**src/rtl/vga_sync_monitor_if.sv**
```systemverilog
// vga_sync_monitor_if: sampled sync inputs and recovered timing/status outputs of the VGA sync monitor.
// VGA_SYNC_MONITOR_STATS_EN adds the err_count statistics output.
interface vga_sync_monitor_if;
  logic clock_25, vga_hs, vga_vs, video_on;
  logic [9:0] rx_x, rx_y;
  logic locked, h_err, v_err, de_err, frame_tick;
`ifdef VGA_SYNC_MONITOR_STATS_EN
  logic [15:0] err_count;
  modport master(output clock_25, vga_hs, vga_vs, video_on,
                 input rx_x, rx_y, locked, h_err, v_err, de_err, frame_tick, err_count);
  modport slave(input clock_25, vga_hs, vga_vs, video_on,
                output rx_x, rx_y, locked, h_err, v_err, de_err, frame_tick, err_count);
`else
  modport master(output clock_25, vga_hs, vga_vs, video_on,
                 input rx_x, rx_y, locked, h_err, v_err, de_err, frame_tick);
  modport slave(input clock_25, vga_hs, vga_vs, video_on,
                output rx_x, rx_y, locked, h_err, v_err, de_err, frame_tick);
`endif
endinterface

```
**src/rtl/vga_sync_monitor.sv**
```systemverilog
// vga_sync_monitor: recovers VGA pixel position from hs/vs, checks line/frame/pulse timing, reports lock.
// VGA_SYNC_MONITOR_STATS_EN adds a saturating err_count of cycles with any error pulse.
module vga_sync_monitor #(
  parameter int H_DISP = 640, H_SYNC_START = 656, H_SYNC = 96, H_TOTAL = 800,
  parameter int V_DISP = 480, V_SYNC_START = 490, V_SYNC = 2, V_TOTAL = 525,
  parameter int LOCK_FRAMES = 2
) (
  input logic clock_50,
  input logic reset_key,
  vga_sync_monitor_if.slave vga
);
  typedef enum logic [1:0] {SEARCH, TRACK, LOCKED} state_t;
  state_t state, state_nx;
  logic hs_d, vs_d, h_seen, v_seen, tick, hs_fall, hs_rise, vs_fall, vs_rise;
  logic x_wrap, y_wrap, h_bad, v_bad, de_bad, err;
  logic [10:0] hper, hlow, vlines, vlow;
  logic [7:0] good, good_nx, good_inc;
  function automatic logic [10:0] sat(input logic [10:0] v);
    return &v ? v : v + 11'd1;
  endfunction
  always_comb begin
    tick = vga.clock_25;
    hs_fall = hs_d & ~vga.vga_hs;
    hs_rise = ~hs_d & vga.vga_hs;
    vs_fall = vs_d & ~vga.vga_vs;
    vs_rise = ~vs_d & vga.vga_vs;
    x_wrap = vga.rx_x == 10'(H_TOTAL - 1);
    y_wrap = vga.rx_y == 10'(V_TOTAL - 1);
    h_bad = tick & (state != SEARCH) & h_seen &
            ((hs_fall & (hper != 11'(H_TOTAL - 1))) | (hs_rise & (hlow != 11'(H_SYNC))));
    v_bad = tick & (state != SEARCH) & v_seen &
            ((vs_fall & (vlines != 11'(V_TOTAL))) | (vs_rise & (vlow != 11'(V_SYNC))));
    de_bad = tick & (state == LOCKED) &
             (vga.video_on != ((vga.rx_x < 10'(H_DISP)) & (vga.rx_y < 10'(V_DISP))));
    err = h_bad | v_bad | de_bad;
    good_inc = good + 8'd1;
    state_nx = err ? SEARCH : !(tick & vs_fall) ? state : (state == SEARCH) ? TRACK :
               (state == TRACK && good_inc == 8'(LOCK_FRAMES)) ? LOCKED : state;
    good_nx = (err | !(tick & vs_fall)) ? good : (state == SEARCH) ? 8'd0 :
              (state == TRACK) ? good_inc : good;
  end
  always_ff @(posedge clock_50 or negedge reset_key) begin
    if (!reset_key) begin
      state <= SEARCH;
      good <= '0;
      hs_d <= 1'b1;
      vs_d <= 1'b1;
      h_seen <= 1'b0;
      v_seen <= 1'b0;
      hper <= '0;
      hlow <= '0;
      vlines <= '0;
      vlow <= '0;
      vga.rx_x <= '0;
      vga.rx_y <= '0;
      vga.locked <= 1'b0;
      vga.h_err <= 1'b0;
      vga.v_err <= 1'b0;
      vga.de_err <= 1'b0;
      vga.frame_tick <= 1'b0;
    end else begin
      state <= state_nx;
      good <= good_nx;
      vga.locked <= state_nx == LOCKED;
      vga.h_err <= h_bad;
      vga.v_err <= v_bad;
      vga.de_err <= de_bad;
      vga.frame_tick <= tick & vs_fall;
      if (tick) begin
        hs_d <= vga.vga_hs;
        vs_d <= vga.vga_vs;
        hper <= hs_fall ? 11'd0 : sat(hper);
        hlow <= hs_fall ? 11'd1 : ~vga.vga_hs ? sat(hlow) : hlow;
        vlines <= vs_fall ? {10'd0, hs_fall} : hs_fall ? sat(vlines) : vlines;
        vlow <= vs_fall ? {10'd0, hs_fall} : (hs_fall & ~vga.vga_vs) ? sat(vlow) : vlow;
        h_seen <= ~err & (h_seen | hs_fall);
        v_seen <= ~err & (v_seen | vs_fall);
        vga.rx_x <= hs_fall ? 10'(H_SYNC_START) : x_wrap ? 10'd0 : vga.rx_x + 10'd1;
        vga.rx_y <= vs_fall ? 10'(V_SYNC_START) : !x_wrap ? vga.rx_y : y_wrap ? 10'd0 : vga.rx_y + 10'd1;
      end
    end
  end
`ifdef VGA_SYNC_MONITOR_STATS_EN
  always_ff @(posedge clock_50 or negedge reset_key) begin
    if (!reset_key) vga.err_count <= '0;
    else if ((vga.h_err | vga.v_err | vga.de_err) & ~&vga.err_count) vga.err_count <= vga.err_count + 16'd1;
  end
`endif
endmodule

```
**src/flat_wrapper.sv**
```systemverilog
// flat-port wrapper written by rule: the top's interface ports become plain ports
module vga_sync_monitor_flat 
#(
  parameter int H_DISP = 640, H_SYNC_START = 656, H_SYNC = 96, H_TOTAL = 800,
  parameter int V_DISP = 480, V_SYNC_START = 490, V_SYNC = 2, V_TOTAL = 525,
  parameter int LOCK_FRAMES = 2
)
  (clock_50, reset_key, vga_clock_25, vga_vga_hs, vga_vga_vs, vga_video_on, vga_rx_x, vga_rx_y, vga_locked, vga_h_err, vga_v_err, vga_de_err, vga_frame_tick);
  vga_sync_monitor_if vga_i ();
  input logic clock_50;
  input logic reset_key;
  input wire logic [$bits(vga_i.clock_25)-1:0] vga_clock_25;
  input wire logic [$bits(vga_i.vga_hs)-1:0] vga_vga_hs;
  input wire logic [$bits(vga_i.vga_vs)-1:0] vga_vga_vs;
  input wire logic [$bits(vga_i.video_on)-1:0] vga_video_on;
  output wire logic [$bits(vga_i.rx_x)-1:0] vga_rx_x;
  output wire logic [$bits(vga_i.rx_y)-1:0] vga_rx_y;
  output wire logic [$bits(vga_i.locked)-1:0] vga_locked;
  output wire logic [$bits(vga_i.h_err)-1:0] vga_h_err;
  output wire logic [$bits(vga_i.v_err)-1:0] vga_v_err;
  output wire logic [$bits(vga_i.de_err)-1:0] vga_de_err;
  output wire logic [$bits(vga_i.frame_tick)-1:0] vga_frame_tick;
  assign vga_i.clock_25 = vga_clock_25;
  assign vga_i.vga_hs = vga_vga_hs;
  assign vga_i.vga_vs = vga_vga_vs;
  assign vga_i.video_on = vga_video_on;
  assign vga_rx_x = vga_i.rx_x;
  assign vga_rx_y = vga_i.rx_y;
  assign vga_locked = vga_i.locked;
  assign vga_h_err = vga_i.h_err;
  assign vga_v_err = vga_i.v_err;
  assign vga_de_err = vga_i.de_err;
  assign vga_frame_tick = vga_i.frame_tick;
  vga_sync_monitor #(.H_DISP(H_DISP), .H_SYNC_START(H_SYNC_START), .H_SYNC(H_SYNC), .H_TOTAL(H_TOTAL), .V_DISP(V_DISP), .V_SYNC_START(V_SYNC_START), .V_SYNC(V_SYNC), .V_TOTAL(V_TOTAL), .LOCK_FRAMES(LOCK_FRAMES)) u_core (.clock_50(clock_50), .reset_key(reset_key), .vga(vga_i));
endmodule
```
**config.mk**
```make
export PLATFORM = sky130hd
export DESIGN_NAME = vga_sync_monitor_flat
export DESIGN_NICKNAME = d
export VERILOG_FILES = /design/src/rtl/vga_sync_monitor_if.sv /design/src/rtl/vga_sync_monitor.sv /design/src/flat_wrapper.sv
export SDC_FILE = /design/constraint.sdc
export NUM_CORES = 1
export LEC_CHECK = 0
export BUFFER_PORTS_ARGS = -buffer_cell sky130_fd_sc_hd__buf_2
export CORE_ASPECT_RATIO = 1.5
export CORE_UTILIZATION = 60
export CTS_CLUSTER_SIZE = 14
export DETAILED_ROUTE_END_ITERATION = 7
export GPL_ROUTABILITY_DRIVEN = 0
export GPL_TIMING_DRIVEN = 0
export PLACE_DENSITY = 0.78
export RECOVER_POWER = 100
export SLEW_MARGIN = 30
export SYNTH_ARGS = -nofsm -noshare
export SYNTH_HDL_FRONTEND = slang
export SYNTH_SLANG_ARGS = --single-unit
```
**constraint.sdc**
```tcl
create_clock -name clock_50 -period 2.49 [get_ports clock_50]
set_input_delay 0.3735 -clock clock_50 [delete_from_list [all_inputs] [get_ports clock_50]]
set_output_delay 0.3735 -clock clock_50 [all_outputs]
set_load 0.05 [all_outputs]
```
==> flow_metrics.env <==
export IMPL_critPathLaunchType="register"
export IMPL_power_density_mw_per_mm2=717
export IMPL_drc=0
export IMPL_worstHoldPathType="in -> reg"
export IMPL_synth_seq_cells=83
export IMPL_p_comb_share_pct=25.4
export IMPL_drive_gt1_share_pct=6.91
export IMPL_dieHeight_um=108
export IMPL_synth_top_area_share_pct=45.2
export IMPL_final_util_pct=68.4
export IMPL_rows=38
export IMPL_io_pin_count=31
export IMPL_report_final_hold_viol_count=0
export IMPL_wl_per_cell_um=15.9
export IMPL_cts_path_max_buffers=2
export IMPL_avgViaCountPerCell=5.99
export IMPL_fin_nets=535
export IMPL_initial_utilization_pct=62.1
export IMPL_critPathCaptureType="register"
export IMPL_crit_arrival_ps=2640
export IMPL_detail_route_antenna_nets=0
export IMPL_grt_util_all_layers_pct=27.6
export IMPL_rsz0062_at_grt="false"
export IMPL_cts_root_buf="clkbuf_8"
export IMPL_grt_remaining_overflow=0
export IMPL_num_vias=3722
export IMPL_path_delay_family="simple AND/OR/NAND/NOR gates"
export IMPL_grt_max_degree=59
export IMPL_synth_warnings=0
export IMPL_hpwl_um=7140
export IMPL_critPathKind="reg -> reg"
export IMPL_ir_drop_mv=0.760
export IMPL_setup_tns_ps=0
export IMPL_fin_crit_sh_pct=96.0
export IMPL_num_antenna_cells=0
export IMPL_final_min_clock_period_ps=2390
export IMPL_seq_power_share_pct=49.9
export IMPL_swShare_pct=36.6
export IMPL_synth_ff_type="dfrtp_1"
export IMPL_antenna_found_initial=0
export IMPL_crit_buf_inv=1
export IMPL_cts_tree="yes"
export IMPL_drt_initial_drc_count=233
export IMPL_pre_cts_ws_ps=78.5
export IMPL_drtPass1Iterations=4
export IMPL_internal_power_mw=2.25
export IMPL_crit_chain="or4_1 > o311a_1 > a41oi_4 > and3_1 > buf_4 > mux2_2"
export IMPL_crit_fanout=8
export IMPL_r2r_start="u_core.vlines[4]$_DFFE_PN0P_"
export IMPL_crit_path_top_delay_cell="or4_1"
export IMPL_syn_nets=492
export IMPL_synth_area_leaders="dfrtp_1, xor2_1, nor2_1"
export IMPL_area_growth_synth_to_final_pct=10.2
export IMPL_worst_slew_pin_slew_ps=1400
export IMPL_synth_cells=474
export IMPL_io_buffers=29
export IMPL_fmax_mhz=419
export IMPL_final_cell_area_mm2=0.00494
export IMPL_ys_seq_area_share_pct=46.4
export IMPL_crit_path_max_incr_delay_ps=550
export IMPL_clkSinkCount=83
export IMPL_yosysUniqueCellTypes=57
export IMPL_grt_pass1_vias=3701
export IMPL_syn_area_mm2=0.00449
export IMPL_drv_slew=0
export IMPL_htreeDepth=3
export IMPL_path_clk_slew_ps=80
export IMPL_dieArea_mm2=0.00783
export IMPL_cp_data_required_time_ps=2750
export IMPL_routed_wl_um=9870
export IMPL_slew_headroom_pct=6.38
export IMPL_synth_edf_count=0
export IMPL_status="completed"
export IMPL_synthTopCellsByCount="dfrtp_1, nor2_1, nand2_1"
export IMPL_synth_async_reset_ratio_pct=100
export IMPL_syn_avg_cell_area_um2=9.46
export IMPL_worstSetupStartpoint="u_core.vlines[4]$_DFFE_PN0P_"
export IMPL_setup_slack_ps=101
export IMPL_yosys_cell_count_top_type="dfrtp_1"
export IMPL_fin_worst_skew_ps=11.7
export IMPL_coreArea_mm2=0.00723
export IMPL_p_leak_nw=2.15
export IMPL_setup_violations=0
export IMPL_die_w_um=72.6
export IMPL_cts_buffers=9
export IMPL_clockPowerShare_pct=24.7
export IMPL_power_switching_mw=1.30
export IMPL_hold_path_startpoint="vga_vga_vs"
export IMPL_grt_pass1_wl_um=16600
export IMPL_finalPower_mw=3.54
export IMPL_clock_latency_ps=370
export IMPL_place_area_mm2=0.00480
export IMPL_yosysTopAreaCell="dfrtp_1"
export IMPL_cap_viol_max_count=0
==> routing by layer <==
layer | vias to the layer above | GRT usage, % | part of all wire, %
li1 | 1792 | - | -
met1 | 1839 | 31.7 | 40
met2 | 70 | 47.7 | 54
met3 | 21 | 4.78 | 3.6
met4 | 0 | 15.5 | 2.5
met5 | - | 0 | 0
==> worst min-delay path, cell delays in order <==
cell and delay (ps):
buf_2 140, nand2_1 60, o21ai_0 80
==> cell usage in the layout, fill, tap and decap left out, types with 4 or more instances in the layout <==
cell type  instances
nand2_1           38
nor3_1            24
mux2_2             6
ha_1              12
dfrtp_1           81
nand3_1           26
buf_2              4
xnor2_1           12
nand4_1           14
o31ai_1            5
nor2b_1            5
xor2_1            26
inv_1             17
o21ai_0           23
nor4_1             6
nand3b_1           4
a21oi_1           13
and3_1            20
clkbuf_1          42
a41oi_1            4
and4_1            11
clkbuf_8          11
nand2b_1           6
nor2_1            52
==> logic make-up after synthesis <==
kind of cell             share of synthesized area [%]
XOR/XNOR                                          7.42
AND/OR/NAND/NOR                                   26.6
buffers and inverters                             3.04
AO/OA/AOI/OAI                                     11.7
flip-flops                                        46.4
adder cells (fa/ha/maj)                           3.35
multiplexers                                      1.51
==> path summary, 6_finish.rpt <==
check	to	slack, ps	cells past startpoint
max	u_core.good[0]$_DFFE_PN0P_	100	6
min	u_core.vs_d$_DFFE_PN1P_	300	3
max reg2reg	u_core.good[0]$_DFFE_PN0P_	100	6
min reg2reg	u_core.v_seen$_DFFE_PN0P_	530	2
max in group asynchronous	u_core.vlines[7]$_DFFE_PN0P_	460	3
min in group asynchronous	u_core.hlow[2]$_DFFE_PN0P_	860	2
==> power groups by stage <==
| stage | logic (mW) | clock network, mW | registers (mW) |
|---|---|---|---|
| after floorplan | 0.488 | 0 | 1.95 |
| after global placement | 0.882 | 0 | 1.78 |
| after detailed placement | 0.917 | 0 | 1.79 |
| after CTS | 0.923 | 0.883 | 1.76 |
| after global routing | 1.01 | 0.945 | 1.80 |
| final | 0.901 | 0.874 | 1.77 |
==> per-stage QoR <==
stage	instances	hold WS (ps)
final	621	303
after global routing	621	310
after CTS	620	295
after detailed placement	604	253
after global placement	603	482
after floorplan	474	77.9
==> what timing repair did <==
item / 4_1_cts / 5_1_grt
setup buffers: 0 / 1
resized for setup: 0 / 2
setup endpoints to repair: 0 / 14
hold buffers: 1 / 0
endpoints found under the hold margin: 25 / 0
==> layout make-up <==
class / instances / area (um2)
clock buffers: 13 / 159
well taps: 100 / 125
plain buffers: 16 / 65.1
clock inverters: 2 / 12.5
inverters: 19 / 71.3
multi-input cells: 356 / 2290
flip-flops and latches: 83 / 2080
fillers: 632 / 2280
repair buffers: 32 / 141
==> sequential cells by signal, summed over array words and instances, names as in the netlist, 2 cells and up <==
name,cells
u_core.state,2
u_core.vlines,11
u_core.vga.rx_x,10
u_core.hper,11
u_core.vlow,11
u_core.vga.rx_y,10
u_core.hlow,11
u_core.good,8
No activity file was read; power rests on OpenSTA's default activity.
